**src/rtl/apb_master_bridge_if.sv**
```systemverilog
// Command/response port and APB requester bus for apb_master_bridge.
// The master modport is the bridge's view. The slave modport is the view of the command source and the completer.
interface apb_master_bridge_if #(
   parameter int unsigned ADDR_W = 8,
   parameter int unsigned DATA_W = 8
);
   logic              cmd_valid;
   logic              cmd_ready;
   logic              cmd_write;
   logic [ADDR_W-1:0] cmd_addr;
   logic [DATA_W-1:0] cmd_wdata;
   logic              rsp_valid;
   logic [DATA_W-1:0] rsp_rdata;
   logic              rsp_err;
   logic              psel;
   logic              pen;
   logic [ADDR_W-1:0] paddr;
   logic              pwrite;
   logic [DATA_W-1:0] pwdata;
   logic              pready;
   logic [DATA_W-1:0] prdata;

   modport master (
      input  cmd_valid, cmd_write, cmd_addr, cmd_wdata, pready, prdata,
      output cmd_ready, rsp_valid, rsp_rdata, rsp_err,
      output psel, pen, paddr, pwrite, pwdata
   );

   modport slave (
      output cmd_valid, cmd_write, cmd_addr, cmd_wdata, pready, prdata,
      input  cmd_ready, rsp_valid, rsp_rdata, rsp_err,
      input  psel, pen, paddr, pwrite, pwdata
   );
endinterface

```
**src/rtl/apb_master_bridge.sv**
```systemverilog
// APB requester: turns single valid/ready commands into IDLE->SETUP->ACCESS transfers,
// with a bounded ACCESS wait (timeout abort) and optional back-to-back issue.
module apb_master_bridge #(
   parameter int unsigned ADDR_W    = 8,
   parameter int unsigned DATA_W    = 8,
   parameter int unsigned TIMEOUT   = 16,
   parameter int unsigned BACK2BACK = 1
) (
   input logic                 pclk,
   input logic                 prst,
   apb_master_bridge_if.master bus
);

   localparam int unsigned CNT_W = (TIMEOUT > 0) ? $clog2(TIMEOUT + 1) : 1;
   localparam logic [CNT_W-1:0] LAST_WAIT = CNT_W'((TIMEOUT > 0) ? TIMEOUT - 1 : 0);
   localparam logic [CNT_W-1:0] CNT_SAT   = '1;

   typedef enum logic [1:0] {
      ST_IDLE   = 2'd0,
      ST_SETUP  = 2'd1,
      ST_ACCESS = 2'd2
   } state_t;

   state_t           state;
   logic [CNT_W-1:0] wait_cnt;
   logic             b2b_en_c;
   logic             timeout_hit_c;
   logic             cmd_ready_c;

   // Ready is combinational from state. The completing ACCESS cycle opens it only in back-to-back mode.
   always_comb begin
      b2b_en_c      = (BACK2BACK != 0);
      timeout_hit_c = (TIMEOUT != 0) && (wait_cnt == LAST_WAIT);
      cmd_ready_c   = 1'b0;
      if (!prst) begin
         case (state)
            ST_IDLE:   cmd_ready_c = 1'b1;
            ST_ACCESS: cmd_ready_c = b2b_en_c && bus.pready;
            default:   cmd_ready_c = 1'b0;
         endcase
      end
   end

   assign bus.cmd_ready = cmd_ready_c;

   // Sequencer: state, APB drive and response pulse, all registered.
   always_ff @(posedge pclk) begin
      if (prst) begin
         state         <= ST_IDLE;
         wait_cnt      <= '0;
         bus.psel      <= 1'b0;
         bus.pen       <= 1'b0;
         bus.paddr     <= '0;
         bus.pwrite    <= 1'b0;
         bus.pwdata    <= '0;
         bus.rsp_valid <= 1'b0;
         bus.rsp_rdata <= '0;
         bus.rsp_err   <= 1'b0;
      end else begin
         bus.rsp_valid <= 1'b0;
         bus.rsp_rdata <= '0;
         bus.rsp_err   <= 1'b0;
         case (state)
            ST_IDLE: begin
               if (bus.cmd_valid) begin
                  bus.paddr  <= bus.cmd_addr;
                  bus.pwrite <= bus.cmd_write;
                  bus.pwdata <= bus.cmd_wdata;
                  bus.psel   <= 1'b1;
                  bus.pen    <= 1'b0;
                  wait_cnt   <= '0;
                  state      <= ST_SETUP;
               end
            end
            ST_SETUP: begin
               bus.pen <= 1'b1;
               state   <= ST_ACCESS;
            end
            ST_ACCESS: begin
               if (bus.pready) begin
                  bus.rsp_valid <= 1'b1;
                  bus.rsp_rdata <= bus.pwrite ? '0 : bus.prdata;
                  if (b2b_en_c && bus.cmd_valid) begin
                     // Chain straight into SETUP. psel stays high.
                     bus.paddr  <= bus.cmd_addr;
                     bus.pwrite <= bus.cmd_write;
                     bus.pwdata <= bus.cmd_wdata;
                     bus.pen    <= 1'b0;
                     wait_cnt   <= '0;
                     state      <= ST_SETUP;
                  end else begin
                     bus.psel <= 1'b0;
                     bus.pen  <= 1'b0;
                     state    <= ST_IDLE;
                  end
               end else if (timeout_hit_c) begin
                  bus.psel      <= 1'b0;
                  bus.pen       <= 1'b0;
                  bus.rsp_valid <= 1'b1;
                  bus.rsp_err   <= 1'b1;
                  state         <= ST_IDLE;
               end else if (wait_cnt != CNT_SAT) begin
                  wait_cnt <= wait_cnt + CNT_W'(1);
               end
            end
            default: begin
               bus.psel <= 1'b0;
               bus.pen  <= 1'b0;
               state    <= ST_IDLE;
            end
         endcase
      end
   end

endmodule

```
**src/flat_wrapper.sv**
```systemverilog
// flat-port wrapper written by rule: the top's interface ports become plain ports
module apb_master_bridge_flat 
#(
   parameter int unsigned ADDR_W    = 8,
   parameter int unsigned DATA_W    = 8,
   parameter int unsigned TIMEOUT   = 16,
   parameter int unsigned BACK2BACK = 1
)
  (pclk, prst, bus_cmd_valid, bus_cmd_write, bus_cmd_addr, bus_cmd_wdata, bus_pready, bus_prdata, bus_cmd_ready, bus_rsp_valid, bus_rsp_rdata, bus_rsp_err, bus_psel, bus_pen, bus_paddr, bus_pwrite, bus_pwdata);
  apb_master_bridge_if #(.ADDR_W(ADDR_W), .DATA_W(DATA_W)) bus_i ();
  input logic pclk;
  input logic prst;
  input wire logic [$bits(bus_i.cmd_valid)-1:0] bus_cmd_valid;
  input wire logic [$bits(bus_i.cmd_write)-1:0] bus_cmd_write;
  input wire logic [$bits(bus_i.cmd_addr)-1:0] bus_cmd_addr;
  input wire logic [$bits(bus_i.cmd_wdata)-1:0] bus_cmd_wdata;
  input wire logic [$bits(bus_i.pready)-1:0] bus_pready;
  input wire logic [$bits(bus_i.prdata)-1:0] bus_prdata;
  output wire logic [$bits(bus_i.cmd_ready)-1:0] bus_cmd_ready;
  output wire logic [$bits(bus_i.rsp_valid)-1:0] bus_rsp_valid;
  output wire logic [$bits(bus_i.rsp_rdata)-1:0] bus_rsp_rdata;
  output wire logic [$bits(bus_i.rsp_err)-1:0] bus_rsp_err;
  output wire logic [$bits(bus_i.psel)-1:0] bus_psel;
  output wire logic [$bits(bus_i.pen)-1:0] bus_pen;
  output wire logic [$bits(bus_i.paddr)-1:0] bus_paddr;
  output wire logic [$bits(bus_i.pwrite)-1:0] bus_pwrite;
  output wire logic [$bits(bus_i.pwdata)-1:0] bus_pwdata;
  assign bus_i.cmd_valid = bus_cmd_valid;
  assign bus_i.cmd_write = bus_cmd_write;
  assign bus_i.cmd_addr = bus_cmd_addr;
  assign bus_i.cmd_wdata = bus_cmd_wdata;
  assign bus_i.pready = bus_pready;
  assign bus_i.prdata = bus_prdata;
  assign bus_cmd_ready = bus_i.cmd_ready;
  assign bus_rsp_valid = bus_i.rsp_valid;
  assign bus_rsp_rdata = bus_i.rsp_rdata;
  assign bus_rsp_err = bus_i.rsp_err;
  assign bus_psel = bus_i.psel;
  assign bus_pen = bus_i.pen;
  assign bus_paddr = bus_i.paddr;
  assign bus_pwrite = bus_i.pwrite;
  assign bus_pwdata = bus_i.pwdata;
  apb_master_bridge #(.ADDR_W(ADDR_W), .DATA_W(DATA_W), .TIMEOUT(TIMEOUT), .BACK2BACK(BACK2BACK)) u_core (.pclk(pclk), .prst(prst), .bus(bus_i));
endmodule
```
**config.mk**
```make
export PLATFORM = sky130hd
export DESIGN_NAME = apb_master_bridge_flat
export DESIGN_NICKNAME = d
export VERILOG_FILES = /design/src/rtl/apb_master_bridge_if.sv /design/src/rtl/apb_master_bridge.sv /design/src/flat_wrapper.sv
export SDC_FILE = /design/constraint.sdc
export NUM_CORES = 1
export LEC_CHECK = 0
export BUFFER_PORTS_ARGS = -buffer_cell sky130_fd_sc_hd__buf_2
export CORE_UTILIZATION = 25
export DETAILED_ROUTE_END_ITERATION = 6
export RECOVER_POWER = 100
export SYNTH_ARGS = -nofsm -noshare
export SYNTH_HDL_FRONTEND = slang
export SYNTH_SLANG_ARGS = --single-unit
export TNS_END_PERCENT = 100
```
**constraint.sdc**
```tcl
create_clock -name pclk -period 1.7 [get_ports pclk]
set_clock_uncertainty 0.1 [all_clocks]
set_input_delay 0.255 -clock pclk [delete_from_list [all_inputs] [get_ports pclk]]
set_output_delay 0.255 -clock pclk [all_outputs]
set_load 0.1 [all_outputs]
```
==> qor.yml, run 1 <==
floorplanning:
  dieHeight_um: 74.9
  core_mm2: 0.00511
  dieWidth_um: 74.9
  dieArea_mm2: 0.00562
  initial_core_util: 0.260
  rows: 26
  io-pin-count: 59
sta:
  fin_ws_ns: -0.112
  rsz0062_at_grt: "true"
  slew_headroom: 0.634
  max_freq_mhz: 552
  finalMaxSlewViolations: 0
  fin_crit_sh: 1.07
  finalCriticalPeriod_ns: 1.81
  tightest_slew_ns: 0.551
  hold_viol_final: 0
  setup_viol: 5
grt:
  track_usage: 0.115
  grt_first_pass_wirelength_mm: 4.69
  antenna_found_initial: 0
  first_global_vias: 992
  grt_overflow: 0
  grt_max_degree: 21
setup_path:
  cpLargestDelayFamily: "simple AND/OR/NAND/NOR gates"
  crit_chain: "ha_4 -> and3_4 -> ha_4 -> or4_4 -> a21oi_2 -> a21oi_2 -> nor2_1"
  cp_data_arrival_time_ns: 1.94
  critPathSlowestCell: "or4_4"
  critPathBufInv: 0
  startpoint_type: "register"
  endpoint_kind: "register"
  worst-endpoint-required_ns: 1.83
  crit_fanout: 5
  setup.worst_path.class: "reg2reg"
  max_stage_delay_ns: 0.49
synth:
  yosys_warnings: 0
  synth_top_cell_by_area: "dfxtp_1"
  ys_ff_latch: 35
  synth_edf_count: 0
  syn_nets: 183
  postSynthCellCount: 151
  ys.flop_type: "dfxtp_1"
  synth.area.top_cells: "dfxtp_1 (53%), nand2_1 (10%), a21oi_1 (8.3%)"
  syn_area_per_cell_um2: 8.81
  synth-seq-area-share: 0.527
  synth_top_area_frac: 0.527
  async_reset_ff_frac: 0
  synth.cell_area_mm2: 0.00133
  synth.distinct_cells: 32
place:
  routabilityCongestion: 0.823
  pre_cts_ws_ns: -0.103
  hpwl_mm: 2.21
  port_buffers: 58
  dp.cells: 283
cells_and_area:
  layout-drive-gt1-share: 0.434
  synthToLayoutAreaGrowth_pct: 47.6
  diodes: 0
  fin_cells: 291
  final_util: 0.384
  fillers: 546
  nets: 252
route:
  postRouteAntennaNets: 0
  route.detailed.drc: 0
  wl_mm: 3.19
  via_per_inst: 4.24
  wire_per_inst_um: 10.9
  drt_pass1_iterations: 4
  dr_total_vias: 1235
  drtIter0Drc: 52
pwr:
  ir_drop_mv: 0.310
  p_leak_nw: 0.855
  power_density_mw_per_mm2: 972
outcome:
  violations: "negative setup slack"
  status: "complete, but fails checks"
clocking:
  clock_path_buffers: 2
  post-cts-setup-buffers: 0
  path_clk_slew_ns: 0.07
  htreeDepth: 2
  cts.sinks: 35
  root_buffer: "clkbuf_8"
  postCtsHoldBufs: 0
  clock_latency_ns: 0.29
  cts_buffers: 5
  cts_tree: "built"
min_path:
  hp-class: "in2reg"
job:
  drv_cap: 0
-- area by class of cell --
class,instances,area [um^2],area share
Sequential cell,35,707,0.360
Multi-Input combinational cell,105,678,0.345
Timing Repair Buffer,69,394,0.201
Tap cell,70,87.6,0.0446
Clock buffer,7,76.3,0.0389
Inverter,4,15.0,0.00765
Clock inverter,1,5.00,0.00255
-- flip-flops by register name, indices dropped and copies added, names as in the netlist --
name / count
u_core.wait_cnt: 5
u_core.bus.psel: 1
u_core.state: 2
u_core.bus.pwdata: 8
u_core.bus.paddr: 8
u_core.bus.rsp_rdata: 8
u_core.bus.rsp_valid: 1
u_core.bus.pwrite: 1
u_core.bus.rsp_err: 1
-- cells in the final DEF (no fill, tap or decap), types with 2 or more instances in the layout --
| cell | n |
|---|---|
| nand2b_1 | 2 |
| nor2_4 | 2 |
| buf_12 | 2 |
| buf_4 | 8 |
| a21oi_1 | 19 |
| dfxtp_2 | 2 |
| dfxtp_1 | 32 |
| and2_0 | 6 |
| ha_4 | 3 |
| nand2_1 | 37 |
| clkbuf_2 | 30 |
| nor2_1 | 7 |
| buf_2 | 28 |
| a21oi_2 | 3 |
| inv_1 | 4 |
| or4_4 | 2 |
| and2_1 | 3 |
| clkbuf_1 | 3 |
| clkbuf_8 | 5 |
| o32ai_1 | 2 |
-- stage by stage --
step                hold WS [ns]  power, mW  TNS, ns  instance area [um^2]
floorplan                  0.277       1.22   -0.158                  1410
global placement           0.339       1.33   -0.213                  1870
detailed placement         0.345       1.34   -0.334                  1870
CTS                       0.0475       1.94   -0.373                  1950
global route              0.0556       2.00    -1.02                  1960
finish                    0.0610       1.91   -0.310                  1960
-- path summary, 6_finish.rpt --
| kind | from | to | slack [ns] | cells after the start |
|---|---|---|---|---|
| worst max-delay path | u_core.wait_cnt[0] | u_core.wait_cnt[0] | -0.11 | 7 |
| worst min-delay path | bus_prdata[5] | u_core.bus.rsp_rdata[5] | 0.06 | 2 |
| worst max register to register | u_core.wait_cnt[0] | u_core.wait_cnt[0] | -0.11 | 7 |
| worst min register to register | u_core.bus.pwdata[7] | u_core.bus.pwdata[7] | 0.36 | 2 |
-- worst register-to-register path, delay by kind of cell, from the launching register on --
kind                       cells  cell delay (ns)
adders and majority gates      2             0.32
AOI/OAI and AO/OA              2             0.21
and+or+nand+nor                3             0.78
DFF                            1             0.34
-- Yosys cell counts (all sizes together) (2+ instances only) --
cell type	instances
ha	3
or4	2
nor2	9
inv	4
nor3b	2
nand2	38
a21oi	22
and2	9
dfxtp	35
o32ai	2
and3	2
nor2b	2
nand2b	2
buf	6
-- report_power, final --
part | internal [mW] | switching (mW) | total [mW]
logic | 0.106 | 0.336 | 0.442
registers | 0.853 | 0.0212 | 0.874
clock network | 0.288 | 0.304 | 0.592
total | 1.25 | 0.661 | 1.91
-- cells by family after synthesis --
| logic type | share of synthesized area |
|---|---|
| simple gates | 0.260 |
| flops | 0.527 |
| compound gates | 0.136 |
| buf+inv | 0.0404 |
| fa+ha+maj | 0.0282 |
| mux | 0.00847 |
-- layer usage --
layer / vias up / GRT usage / routed length, um
met2: 35 / 0.171 / 1460
met1: 555 / 0.148 / 1480
met4: 0 / 0.0566 / 67
met5: - / 0 / 0
met3: 6 / 0.0415 / 174
li1: 639 / - / -
-- timing repair --
| action | in CTS | in global routing |
|---|---|---|
| pin swaps | 1 | 6 |
| resized for setup | 1 | 7 |
| hold endpoints to repair | 0 | 0 |
| setup endpoints to repair | 5 | 6 |
Note: power is estimated with default switching activity, not from simulation.
==> run 2, diff against run 1 <==
--- a/config.mk
+++ b/config.mk
@@ -6,8 +6,11 @@
 export NUM_CORES = 1
 export LEC_CHECK = 0
 export BUFFER_PORTS_ARGS = -buffer_cell sky130_fd_sc_hd__buf_2
+export CORE_ASPECT_RATIO = 1.25
+export CORE_MARGIN = 1.5
 export CORE_UTILIZATION = 25
 export DETAILED_ROUTE_END_ITERATION = 6
+export HOLD_SLACK_MARGIN = 0.05
 export RECOVER_POWER = 100
 export SYNTH_ARGS = -nofsm -noshare
 export SYNTH_HDL_FRONTEND = slang
==> qor.yml, run 2 (synthesis gave the netlist of run 1 again) <==
outcome:
  status: "complete, but fails checks"  # unchanged
  violations: "negative setup slack"  # unchanged
clocking:
  cts.sinks: 35  # unchanged
  root_buffer: "clkbuf_8"  # unchanged
  path_clk_slew_ns: 0.07  # about the same
  cts_buffers: 5  # unchanged
  clock_latency_ns: 0.28  # was 0.29 ns
  cts_tree: "built"  # unchanged
  postCtsHoldBufs: 0  # unchanged
  htreeDepth: 2  # unchanged
  clock_path_buffers: 2  # unchanged
place:
  hpwl_mm: 2.33  # was 2.21 mm
  port_buffers: 58  # unchanged
  dpl-instance-area_mm2: 0.00185  # was 0.00187 mm^2
  routabilityCongestion: 0.769  # was 0.823
  dp.cells: 277  # was 283
setup_path:
  crit_fanout: 5  # unchanged
  endpoint_kind: "register"  # unchanged
  startpoint_type: "register"  # unchanged
  r2r_slack_ns: -0.13  # was -0.11 ns
  setup.worst_path.class: "reg2reg"  # unchanged
  r2r.worst_path.cells: 6  # was 7
  worst-endpoint-required_ns: 1.76  # was 1.83 ns
  cp_data_arrival_time_ns: 1.89  # was 1.94 ns
  r2r_start: "u_core.wait_cnt[1]"  # was u_core.wait_cnt[0]
  timing.rr.end: "u_core.wait_cnt[3]"  # was u_core.wait_cnt[0]
cells_and_area:
  seq_area_um2: 707  # unchanged
  fin_cells: 285  # was 291
  diodes: 0  # unchanged
  design_area_mm2: 0.00197  # was 0.00196 mm^2
  nets: 254  # was 252
  layout-drive-gt1-share: 0.426  # was 0.434
  reg.largest.list: "u_core.bus.paddr: 8 flops, u_core.bus.pwdata: 8 flops, u_core.bus.rsp_rdata: 8 flops"  # unchanged
  layout_common_cells: "nand2_1 (37), dfxtp_1 (32), buf_2 (31), clkbuf_2 (27), a21oi_1 (21)"  # was nand2_1 (37), dfxtp_1 (32), clkbuf_2 (30), buf_2 (28), a21oi_1 (19)
  final_common_cell: "nand2_1"  # unchanged
  synthToLayoutAreaGrowth_pct: 47.9  # was 47.6%
  multi_input_area_um2: 674  # was 678 um^2
  fillers: 528  # was 546
grt:
  antenna_found_initial: 0  # unchanged
  grt_overflow: 0  # unchanged
  track_usage: 0.115  # about the same
  grt_max_degree: 19  # was 21
  first_global_vias: 1138  # was 992
  grt_first_pass_wirelength_mm: 5.02  # was 4.69 mm
sta:
  finalCriticalPeriod_ns: 1.83  # was 1.81 ns
  fin_ws_ns: -0.130  # was -0.112 ns
  hold_viol_final: 0  # unchanged
  fin_crit_sh: 1.08  # was 1.07
  finalMaxSlewViolations: 0  # unchanged
  tightest_slew_ns: 0.547  # was 0.551 ns
  max_freq_mhz: 547  # was 552 MHz
  setup_viol: 5  # unchanged
  rsz0062_at_grt: "true"  # unchanged
  slew_headroom: 0.637  # was 0.634
floorplanning:
  core_mm2: 0.00512  # was 0.00511 mm^2
  rows: 29  # was 26
  initial_core_util: 0.260  # about the same
  dieHeight_um: 84.6  # was 74.9 um
  dieArea_mm2: 0.00577  # was 0.00562 mm^2
  io-pin-count: 59  # unchanged
  dieWidth_um: 68.2  # was 74.9 um
pwr:
  p_leak_nw: 0.876  # was 0.855 nW
  ir_drop_mv: 0.610  # was 0.310 mV
  finalPower_mw: 1.96  # was 1.91 mW
  power_density_mw_per_mm2: 996  # was 972 mW/mm^2
min_path:
  hp-class: "in2reg"  # unchanged
  worstHoldStart: "bus_prdata[2]"  # was bus_prdata[5]
  hold_depth: 2  # unchanged
  hold_end: "u_core.bus.rsp_rdata[2]"  # was u_core.bus.rsp_rdata[5]
route:
  dr_total_vias: 1219  # was 1235
  drtIter0Drc: 34  # was 52
  drt_pass1_iterations: 4  # unchanged
  route.detailed.drc: 0  # unchanged
  via_per_inst: 4.28  # was 4.24
  postRouteAntennaNets: 0  # unchanged
  wl_mm: 3.11  # was 3.19 mm
  wire_per_inst_um: 10.9  # about the same
job:
  drv_cap: 0  # unchanged
==> run 2: cell type report <==
type | instances | share of cell area
clock buffer | 8 | 0.0509
inverter | 4 | 0.00763
multi-input combinational | 105 | 0.343
sequential | 35 | 0.359
tap | 62 | 0.0394
timing repair buffer | 71 | 0.200
==> run 2: worst max path at each step <==
stage                       start                 end  slack, ns
6_report       u_core.wait_cnt[1]  u_core.wait_cnt[3]      -0.13
5_1_grt        u_core.wait_cnt[1]  u_core.wait_cnt[3]      -0.17
4_1_cts        u_core.wait_cnt[1]  u_core.wait_cnt[3]      -0.14
3_5_place_dp   u_core.wait_cnt[1]  u_core.wait_cnt[3]      -0.12
3_3_place_gp   u_core.wait_cnt[1]  u_core.wait_cnt[3]      -0.08
2_1_floorplan     u_core.state[1]       bus_cmd_ready      -0.08
==> run 2: report_power, final <==
group          switching, mW  internal, mW
Combinational          0.334        0.0997
Clock                  0.282         0.369
Sequential            0.0201         0.853
Total                  0.637          1.32
==> run 2: layer usage <==
layer | share of wire | GRT usage | vias up
met5 | 0 | 0 | -
met4 | 0.024 | 0.0600 | 0
met3 | 0.051 | 0.0322 | 6
met2 | 0.50 | 0.187 | 31
met1 | 0.43 | 0.134 | 539
li1 | - | - | 643
==> run 2: per-stage QoR <==
stage	TNS, ns	hold WS (ns)	worst slack (ns)	util
3_3_place_gp	-0.199	0.340	-0.0777	0.361
6_report	-0.305	0.0670	-0.130	0.384
4_1_cts	-0.383	0.0557	-0.137	0.382
2_1_floorplan	-0.158	0.277	-0.0790	-
5_1_grt	-0.627	0.0604	-0.174	0.384
3_5_place_dp	-0.333	0.343	-0.117	0.361
==> run 2: what timing repair did <==
action / 4_1_cts / 5_1_grt
gates cloned: 0 / 0
resized for setup: 1 / 6
buffers inserted: 0 / 0
pin swaps: 3 / 3
setup endpoints to repair: 6 / 7
==> run 2: critical path: stages (launching register included) <==
cell      delay, ns
dfxtp_2        0.33
ha_4           0.16
and3_4         0.20
ha_4           0.17
or3_4          0.40
o211ai_1       0.22
o311ai_2       0.13
==> run 3, diff against run 2 <==
--- a/config.mk
+++ b/config.mk
@@ -8,9 +8,10 @@
 export BUFFER_PORTS_ARGS = -buffer_cell sky130_fd_sc_hd__buf_2
 export CORE_ASPECT_RATIO = 1.25
 export CORE_MARGIN = 1.5
-export CORE_UTILIZATION = 25
+export CORE_UTILIZATION = 26
 export DETAILED_ROUTE_END_ITERATION = 6
 export HOLD_SLACK_MARGIN = 0.05
+export PLACE_DENSITY = 0.56
 export RECOVER_POWER = 100
 export SYNTH_ARGS = -nofsm -noshare
 export SYNTH_HDL_FRONTEND = slang
==> qor.yml, run 3 (synthesis gave the netlist of run 1 again) <==
grt:
  grt_max_degree: 19  # unchanged
  track_usage: 0.130  # was 0.115
  antenna_found_initial: 0  # unchanged
  first_global_vias: 1218  # was 1138
  grt_first_pass_wirelength_mm: 5.56  # was 5.02 mm
  grt_overflow: 0  # unchanged
cells_and_area:
  nets: 259  # was 254
  diodes: 0  # unchanged
  layout-drive-gt1-share: 0.417  # was 0.426
  final_common_cell: "nand2_1"  # unchanged
  synthToLayoutAreaGrowth_pct: 49.8  # was 47.9%
  design_area_mm2: 0.00199  # was 0.00197 mm^2
  reg.largest.list: "u_core.bus.paddr: 8 flops, u_core.bus.pwdata: 8 flops, u_core.bus.rsp_rdata: 8 flops"  # unchanged
  layout_common_cells: "nand2_1 (37), dfxtp_1 (32), buf_2 (31), clkbuf_2 (27), a21oi_1 (22)"  # was nand2_1 (37), dfxtp_1 (32), buf_2 (31), clkbuf_2 (27), a21oi_1 (21)
  final_util: 0.412  # was 0.384
pwr:
  p_switching_mw: 0.675  # was 0.637 mW
  power_frac_seq: 0.453  # was 0.446
  swShare: 0.350  # was 0.325
  p_leak_nw: 0.890  # was 0.876 nW
  ir_drop_mv: 0.525  # was 0.610 mV
  p_clk_frac: 0.319  # was 0.333
  p_int_mw: 1.25  # was 1.32 mW
  p_comb_frac: 0.229  # was 0.222
  power_density_mw_per_mm2: 968  # was 996 mW/mm^2
setup_path:
  critPathBufInv: 0  # unchanged
  critPathSlowestCell: "or4_4"  # was or3_4
  cpLargestDelayFamily: "simple AND/OR/NAND/NOR gates"  # unchanged
  endpoint_kind: "register"  # unchanged
  cp_data_arrival_time_ns: 1.90  # was 1.89 ns
  startpoint_type: "register"  # unchanged
  setup.worst_path.class: "reg2reg"  # unchanged
  worst-endpoint-required_ns: 1.80  # was 1.76 ns
  worst_path_most_repeated_cell: "ha_4"  # unchanged
  crit_fanout: 5  # unchanged
  max_stage_delay_ns: 0.55  # was 0.40 ns
  crit_chain: "ha_4 -> and3_4 -> ha_4 -> or4_4 -> o311ai_2"  # was ha_4 -> and3_4 -> ha_4 -> or3_4 -> o211ai_1 -> o311ai_2
route:
  dr_total_vias: 1264  # was 1219
  drt-met1-wl_mm: 1.39  # was 1.32 mm
  wl_met3_um: 103  # was 158 um
  wire_per_inst_um: 11.6  # was 10.9 um
  route.detailed.drc: 0  # unchanged
  drt_pass1_iterations: 3  # was 4
  postRouteAntennaNets: 0  # unchanged
  via_per_inst: 4.39  # was 4.28
  wl_met2_mm: 1.78  # was 1.55 mm
  top_layer_used: "met4"  # unchanged
  wl_mm: 3.34  # was 3.11 mm
  drtIter0Drc: 19  # was 34
place:
  hpwl_mm: 2.43  # was 2.33 mm
  dpl-instance-area_mm2: 0.00185  # about the same
  port_buffers: 58  # unchanged
  routabilityCongestion: 0.789  # was 0.769
floorplanning:
  dieHeight_um: 83.0  # was 84.6 um
  io-pin-count: 59  # unchanged
  core_mm2: 0.00483  # was 0.00512 mm^2
  dieArea_mm2: 0.00556  # was 0.00577 mm^2
  rows: 28  # was 29
  initial_core_util: 0.275  # was 0.260
  dieWidth_um: 67.0  # was 68.2 um
sta:
  max_freq_mhz: 553  # was 547 MHz
  tightest_slew_ns: 0.552  # was 0.547 ns
  finalCriticalPeriod_ns: 1.81  # was 1.83 ns
  rsz0062_at_grt: "true"  # unchanged
  finalMaxSlewViolations: 0  # unchanged
  fin_crit_sh: 1.06  # was 1.08
  slew_headroom: 0.634  # was 0.637
  setup_viol: 5  # unchanged
  hold_viol_final: 0  # unchanged
  fin_ws_ns: -0.107  # was -0.130 ns
clocking:
  cts.sinks: 35  # unchanged
  root_buffer: "clkbuf_8"  # unchanged
  clock_path_buffers: 2  # unchanged
  htreeDepth: 2  # unchanged
  cts_buffers: 5  # unchanged
  cts_tree: "built"  # unchanged
  path_clk_slew_ns: 0.08  # was 0.07 ns
  clock_latency_ns: 0.28  # about the same
min_path:
  hp-class: "in2reg"  # unchanged
job:
  drv_cap: 0  # unchanged
outcome:
  violations: "negative setup slack"  # unchanged
  status: "complete, but fails checks"  # unchanged
run 3: per-stage QoR:
step / cells / setup WS [ns] / setup TNS (ns) / hold slack (ns) / power [mW]
global route: 288 / -0.181 / -0.688 / 0.0613 / 2.02
finish: 288 / -0.107 / -0.293 / 0.0677 / 1.93
CTS: 288 / -0.110 / -0.306 / 0.0500 / 1.98
floorplan: 151 / -0.0790 / -0.158 / 0.277 / 1.22
detailed placement: 275 / -0.0985 / -0.268 / 0.346 / 1.33
global placement: 275 / -0.0757 / -0.180 / 0.339 / 1.33
run 3: metal layers:
| layer | GRT usage | up-vias |
|---|---|---|
| met5 | 0 | - |
| met4 | 0.0668 | 0 |
| met3 | 0.0257 | 4 |
| met2 | 0.219 | 27 |
| met1 | 0.151 | 578 |
| li1 | - | 655 |
run 3: area by class of cell:
type	instances	area (um^2)
tap	60	75.1
sequential	35	707
clock buffer	5	68.8
fill	496	2840
inverter	4	15.0
multi-input combinational	105	656
clock inverter	3	23.8
timing repair buffer	76	447
run 3: worst register-to-register path: cells and delay by family (launching register included):
kind	cells	cell delay [ns]
simple gates	2	0.74
fa+ha+maj	2	0.32
compound gates	1	0.21
flops	1	0.34
run 3: power groups by stage:
stage / combinational [mW] / clock [mW] / sequential (mW)
2_1_floorplan: 0.110 / 0 / 1.11
3_3_place_gp: 0.435 / 0 / 0.891
3_5_place_dp: 0.437 / 0 / 0.892
4_1_cts: 0.447 / 0.657 / 0.873
5_1_grt: 0.464 / 0.681 / 0.878
6_report: 0.441 / 0.614 / 0.873
run 3: worst paths after layout:
path                            start                 endpoint  slack, ns  cells past startpoint
setup / recovery   u_core.wait_cnt[1]       u_core.wait_cnt[3]      -0.11                      5
hold / removal          bus_prdata[5]  u_core.bus.rsp_rdata[5]       0.07                      2
setup reg to reg   u_core.wait_cnt[1]       u_core.wait_cnt[3]      -0.11                      5
hold reg to reg   u_core.bus.paddr[5]      u_core.bus.paddr[5]       0.36                      2
run 3: repair_timing:
item | CTS | global route
endpoints found under the setup margin | 5 | 7
endpoints found under the hold margin | 5 | 0
hold buffers | 5 | 0
setup buffers | 0 | 0
gates resized for setup | 1 | 3
gates cloned | 0 | 0
pin swaps | 4 | 1
